## config.mk

```make
export PLATFORM = sky130hd
export DESIGN_NAME = stepper_phase_decoder
export DESIGN_NICKNAME = d
export VERILOG_FILES = /design/src/rtl/stepper_phase_decoder.sv
export SDC_FILE = /design/constraint.sdc
export NUM_CORES = 1
export LEC_CHECK = 0
export CORE_MARGIN = 8
export CORE_UTILIZATION = 40
export DETAILED_ROUTE_END_ITERATION = 12
export DONT_BUFFER_PORTS = 1
export PLACE_DENSITY_LB_ADDON = 0.25
export SYNTH_ARGS = -nofsm -noshare
export SYNTH_HDL_FRONTEND = slang
export SYNTH_SLANG_ARGS = --single-unit
```

## constraint.sdc

```tcl
create_clock -name CP -period 7.55 [get_ports CP]
set_input_delay 0.755 -clock CP [delete_from_list [all_inputs] [get_ports CP]]
set_output_delay 0.755 -clock CP [all_outputs]
set_load 0.005 [all_outputs]
```

## src/rtl/stepper_phase_decoder.sv

```systemverilog
// Receive-side decoder for a three-phase, six-beat stepper drive: synchronizes and
// debounces the phase lines, tracks direction and signed position, flags faults.
module stepper_phase_decoder #(
    parameter int POS_W = 8,
    parameter int FILT  = 2
) (
    input  logic                    CP,
    input  logic                    CR,
    input  logic [2:0]              Phase,
    output logic                    Step,
    output logic                    Dir,
    output logic signed [POS_W-1:0] Pos,
    output logic                    Locked,
    output logic                    Err,
    output logic [1:0]              ErrCode
);

    typedef enum logic [1:0] {
        ST_INIT  = 2'd0,
        ST_TRACK = 2'd1,
        ST_FAULT = 2'd2
    } state_t;

    localparam logic [3:0]              FILT_L  = 4'(FILT);
    localparam logic [3:0]              CNT_MAX = 4'd15;
    localparam logic signed [POS_W-1:0] POS_ONE = POS_W'(1);
    localparam logic [2:0]              IDX_BAD = 3'd7;
    localparam logic [1:0]              EC_ILLEGAL = 2'b01;
    localparam logic [1:0]              EC_SKIP    = 2'b10;

    // Position of a code on the six-beat ring; IDX_BAD marks 000 and 111.
    function automatic logic [2:0] beat_index(input logic [2:0] code);
        logic [2:0] idx;
        case (code)
            3'b001:  idx = 3'd0;
            3'b011:  idx = 3'd1;
            3'b010:  idx = 3'd2;
            3'b110:  idx = 3'd3;
            3'b100:  idx = 3'd4;
            3'b101:  idx = 3'd5;
            default: idx = IDX_BAD;
        endcase
        return idx;
    endfunction

    // Forward distance (to - from) mod 6 for two legal ring indices.
    function automatic logic [2:0] ring_delta(input logic [2:0] from_idx,
                                              input logic [2:0] to_idx);
        logic [3:0] t;
        t = {1'b0, to_idx} + 4'd6 - {1'b0, from_idx};
        if (t >= 4'd6) begin
            t = t - 4'd6;
        end
        return t[2:0];
    endfunction

    logic [2:0]              s1_q, s2_q, acc_q;
    logic [3:0]              cnt_q, cnt_d;
    state_t                  state_q;
    logic                    step_q, dir_q, locked_q, err_q;
    logic signed [POS_W-1:0] pos_q;
    logic [1:0]              errcode_q;

    logic [2:0] s2_idx, acc_idx, delta;
    logic       legal, accept;

    // cnt_q counts consecutive edges on which s2 did not change, so a code is
    // taken once s2 has been stable for FILT edges beyond its own load edge.
    always_comb begin
        s2_idx  = beat_index(s2_q);
        acc_idx = beat_index(acc_q);
        legal   = (s2_idx != IDX_BAD);
        delta   = ring_delta(acc_idx, s2_idx);
        if (s1_q != s2_q) begin
            cnt_d = 4'd0;
        end else if (cnt_q == CNT_MAX) begin
            cnt_d = cnt_q;
        end else begin
            cnt_d = cnt_q + 4'd1;
        end
        accept = (cnt_q >= FILT_L) && (s2_q != acc_q);
    end

    always_ff @(posedge CP or posedge CR) begin
        if (CR) begin
            s1_q      <= 3'b000;
            s2_q      <= 3'b000;
            acc_q     <= 3'b000;
            cnt_q     <= 4'd0;
            state_q   <= ST_INIT;
            step_q    <= 1'b0;
            dir_q     <= 1'b1;
            pos_q     <= '0;
            locked_q  <= 1'b0;
            err_q     <= 1'b0;
            errcode_q <= 2'b00;
        end else begin
            s1_q   <= Phase;
            s2_q   <= s1_q;
            cnt_q  <= cnt_d;
            step_q <= 1'b0;
            if (accept) begin
                acc_q <= s2_q;
                case (state_q)
                    ST_INIT: begin
                        if (legal) begin
                            state_q  <= ST_TRACK;
                            locked_q <= 1'b1;
                        end
                    end
                    ST_TRACK: begin
                        if (!legal) begin
                            state_q  <= ST_FAULT;
                            locked_q <= 1'b0;
                            err_q    <= 1'b1;
                            if (!err_q) errcode_q <= EC_ILLEGAL;
                        end else if (delta == 3'd1) begin
                            step_q <= 1'b1;
                            dir_q  <= 1'b1;
                            pos_q  <= pos_q + POS_ONE;
                        end else if (delta == 3'd5) begin
                            step_q <= 1'b1;
                            dir_q  <= 1'b0;
                            pos_q  <= pos_q - POS_ONE;
                        end else begin
                            state_q  <= ST_FAULT;
                            locked_q <= 1'b0;
                            err_q    <= 1'b1;
                            if (!err_q) errcode_q <= EC_SKIP;
                        end
                    end
                    ST_FAULT: begin
                        // Err/ErrCode stay sticky; only tracking resumes.
                        if (legal) begin
                            state_q  <= ST_TRACK;
                            locked_q <= 1'b1;
                        end
                    end
                    default: begin
                        state_q  <= ST_INIT;
                        locked_q <= 1'b0;
                    end
                endcase
            end
        end
    end

    assign Step    = step_q;
    assign Dir     = dir_q;
    assign Pos     = pos_q;
    assign Locked  = locked_q;
    assign Err     = err_q;
    assign ErrCode = errcode_q;

endmodule

```

# Yosys cells after proc, flatten, opt, wreduce, memory -nomap -nowiden
# Cells that the tools add are included.
# totals
regBits	29
in_bits	5
wordCells	87
# op_classes
add_sub_neg	6
n_lt_le_gt_ge	2
eq_ne	28
muxes	32
reduce_logical	8
# ops
cell	count
$pmux W3 S6	2
$eq A3 B3 Y1 const B	7
$mux W2	9
$mux W8	2
$mux W1	14
$eq A3 B2 Y1 const B	4
$reduce_and A4 Y1	3
$eq A3 B1 Y1 const B	3
$ne A3 B3 Y1 const B	3
$add A8 B2 Y8 const B	1
$mux W4	2
$sub A8 B2 Y8 const B	1
$ne A2 B2 Y1 const B	3
$ne A3 B3 Y1	2
$reduce_and A6 Y1	1
$add A3 B3 Y4 const B	1
$add A4 B1 Y4 const B	1
$eq A4 B4 Y1 const B	1
$ge A4 B2 Y1 const B	1
$ge A4 B3 Y1 const B	1
$ne A2 B1 Y1 const B	2
$pmux W2 S2	1
$sub A4 B3 Y4	1
$mux W3	1
other kinds (9)	9

# Longest topological paths before layout
# logic_depth
word_depth	12
ltp_mapped	17

# Worst setup path after synthesis
# No wires, ideal clock.
# synth_timing
kind	reg2reg
start	register s2_q[1]
end	register pos_q[6], in the netlist Pos[6]
setup_time_ns	0.128
arrival_time_ns	3.437
setup_slack_ns	3.985
stages_incl_launch_ff	17
cell_sequence	dfrtp_1 -> buf_4 -> or2_2 -> a21oi_1 -> ha_1 -> inv_1 -> ha_1 -> fa_1 -> xnor2_1 -> a21o_1 -> inv_1 -> fa_1 -> a21o_1 -> a221o_1 -> a21oi_1 -> xor2_1 -> o21ai_0
# synth_between
elab_chain_cells	9
word_cells_on_any_way	20
cone_classes	add/sub (3); order compare (1); eq/ne (10); mux (3); reduce/logical (3)
# synth_rtl
element	line	rtl
from (decl)	57	logic [2:0] s1_q, s2_q, acc_q;
from (signal assigned)	99	s2_q <= s1_q;
$eq A3 B3 Y1, or another cell as far along	34	case (code)
$pmux W3 S6	34	
$add A3 B3 Y4	50	t = {1'b0, to_idx} + 4'd6 - {1'b0, from_idx};
$sub A4 B3 Y4	50	
$ge A4 B3 Y1 / $sub A3 B3 Y3 (equally long branches)	51, 52	
$mux W3	51	if (t >= 4'd6) begin
$eq A3 B1 Y1 / $eq A3 B3 Y1 (equally long branches)	117, 121	
$reduce_bool A2 Y1 (no source line)	n/a	
$reduce_and A4 Y1 (no source line)	n/a	
to (signal assigned)	120	pos_q <= pos_q + POS_ONE;
to (signal assigned)	124	pos_q <= pos_q - POS_ONE;
to (decl)	61	logic signed [POS_W-1:0] pos_q;
# Parallel ways exist; a longest one is shown, timed or not.
# A chain may end at the register's enable or synchronous reset.

# Final worst setup path
# Ends and elaborated chain as after synthesis.

==> reports/metrics.cfg <==
[pwr]
finalPower_uw = 781
vdd_drop_max_mv = 0.221
leakagePower_uw = 0.000799
p_per_area_nw_per_um2 = 455

[setup_path]
cp_top_family = adder cells
worstPathArrival_ps = 4020
critical_path_buf_inv_count = 2
critPathSlowestCell = fa_1
worstPathMaxFanout = 8
crit_chain = or2_2 -> a21oi_1 -> ha_1 -> inv_1 -> ha_1 -> fa_1 -> and3b_1 -> a21o_1 -> inv_1 -> fa_1 -> a21o_1 -> a221o_1 -> a21oi_1 -> xor2_1 -> o21ai_0
max_stage_delay_ps = 560
required_ps = 7670
start_kind = register
cp-end-kind = register
critical_path_class = register to register

[place]
pre_cts_ws_ps = 3650
dp_hpwl_microns = 2100
gp_congestion = 0.837
io_buffers = 0

[clock_network]
root_buffer = clkbuf_8
cts-buffers-inserted = 3
ctsHoldBuffers = 0
cts_tree = done
h-tree-depth = 1
clkTransAtPathRegs_ps = 90
ctsResizeCount = 0
post_cts_buffers = 0
cts.path.max_buffers = 2
cts.sinks = 28
clock_latency_ps = 270

[floorplanning]
die_h_microns = 79.7
dieArea_sq_um = 6360
start_util_pct = 41.2
die_w_microns = 79.7
row_count = 23
core_sq_um = 3940
ios = 19

[sta]
final.setup.tns_ps = 0
whs_ps = 402
finalHoldViolCount = 0
final_max_slew_viol_count = 0
fin_crit_ps = 3900
grt_setup_unrepaired = false
tightest_slew_ps = 1040
setup_viol = 0
maxSlewHeadroom_pct = 30.7
min_period_over_period_pct = 51.6
clock_skew_ps = 1.62
setup_ws_ps = 3650
fmax_mhz = 257

[yosys]
synth_seq_area_share_pct = 43.2
synth_cell_type_count = 39
yosysTopAreaCell = dfrtp_1
synth_nets = 176
synth_top_cells_by_area = dfrtp_1 42%, ha_1 9.2%, xnor2_1 5.4%
syn_area_sq_um = 1620
ys_ff_latch = 28
synthDominantCellAreaShare_pct = 41.6
synthCells = 157
avgSynthCellArea_sq_um = 10.3
yosysWarnings = 0

[cells_and_area]
fillers = 369
area_growth_pct = 5.70
final_cell_mix = 27 x dfrtp_1, 13 x o21ai_0, 12 x nand2_1, 12 x ha_1, 10 x xnor2_1
fin_nets = 175
final_common_cell = dfrtp_1
drive_gt1_share_pct = 10.3
n_antenna_cell = 0

[detailed_routing]
viasPerCell = 5.10
final_antenna_net_count = 0
drc = 0
drt-wirelength-per-cell_microns = 13.4
num_vias = 1046
wl_microns = 2750
drtIter0Drc = 42
first_pass_iters = 4

[global_route]
antenna_found_initial = 0
overflow = 0
grt_max_degree = 29
grt_pass1_vias = 1065
grt_pass1_wl_microns = 4850
grt_usage_pct = 9.40

[flow_run]
cap_violations = 0

[run_status]
outcome = finished clean

[worst_hold_path]
hold_path.class = register to register

==> Yosys cell counts (all sizes together) <==
master and n:
inv 9, buf 6, a21oi 9, mux2i 2, a31oi 1, xnor2 11
nand3 5, a221o 1, a211oi 2, a311oi 1, a21o 2, ha 12
o31ai 2, nor2b 1, a22o 1, and2 2, or3 1, xor2 6
and3b 1, nor2 9, dfrtp 27, o21ai 15, nand2b 3, mux2 5
nor3b 1, a31o 1, or4b 1, nor4 1, nor3 3, dfstp 1
or2 1, fa 2, nand2 12
==> layer usage <==
metal / vias to the layer above / GRT usage [%] / wire (microns)
met2: 16 / 14.7 / 1260
met3: 2 / 4.28 / 174
met1: 492 / 11.4 / 1290
met4: 0 / 2.59 / 17
met5: - / 0 / 0
li1: 536 / - / -
==> kinds of logic (layout without fill, tap and decap cells) <==
family	Yosys count	after routing	share of synthesized area, %
AOI/OAI and AO/OA	35	35	13.5
adders and majority gates	14	14	11.7
buffers and inverters	15	13	4.62
DFF	28	28	43.2
and+or+nand+nor	41	41	12.4
xor gates and xnor gates	17	17	9.63
muxes	7	7	4.93
==> through the flow <==
stage,std cells,utilization [%],cell area (sq um)
final,205,43.5,1720
after global routing,205,43.5,1720
after CTS,205,43.5,1720
after detailed placement,201,41.7,1650
after global placement,201,41.7,1650
after floorplan,157,-,1620
==> worst reg2reg max path, stage by stage, from the launching register on <==
cell     delay [ps]
dfrtp_1         500
or2_2           350
a21oi_1         170
ha_1            180
inv_1            40
ha_1            190
fa_1            560
and3b_1         170
a21o_1          110
inv_1           140
fa_1            440
a21o_1          210
a221o_1         300
a21oi_1         170
xor2_1          140
o21ai_0         100
==> area by class of cell <==
type	instances	area, sq um	share of cell area [%]
clock buffers	3	41.3	2.41
flip-flops and latches	28	702	40.9
inverters	9	33.8	1.97
clock inverters	1	30.0	1.75
well taps	50	62.6	3.64
multi-input cells	114	847	49.3
==> power by group <==
group / leakage, uW / switching [uW] / total (uW) / internal (uW)
logic: 0.000400 / 252 / 456 / 204
registers: 0.000363 / 34.4 / 211 / 177
clock network: 0.0000357 / 43.8 / 115 / 70.9
total: 0.000799 / 330 / 781 / 451
==> final timing paths <==
kind	startpoint	end	slack, ps	depth (start not counted)
hold / removal	s1_q[0]	s2_q[0]	400	0
min in group asynchronous	CR	cnt_q[2]	620	1
hold reg to reg	s1_q[0]	s2_q[0]	400	0
setup / recovery	s2_q[1]	Pos[6]	3650	15
setup reg to reg	s2_q[1]	Pos[6]	3650	15
max in group asynchronous	CR	state_q[1]	6300	1
==> sequential cells by signal (all words and copies together), names as in the netlist <==
register and count:
Step 1, Locked 1, Err 1, Dir 1, cnt_q 4, acc_q 3, state_q 1, s1_q 3
ErrCode 2, s2_q 3, Pos 8
No activity file was read; power rests on OpenSTA's default activity.
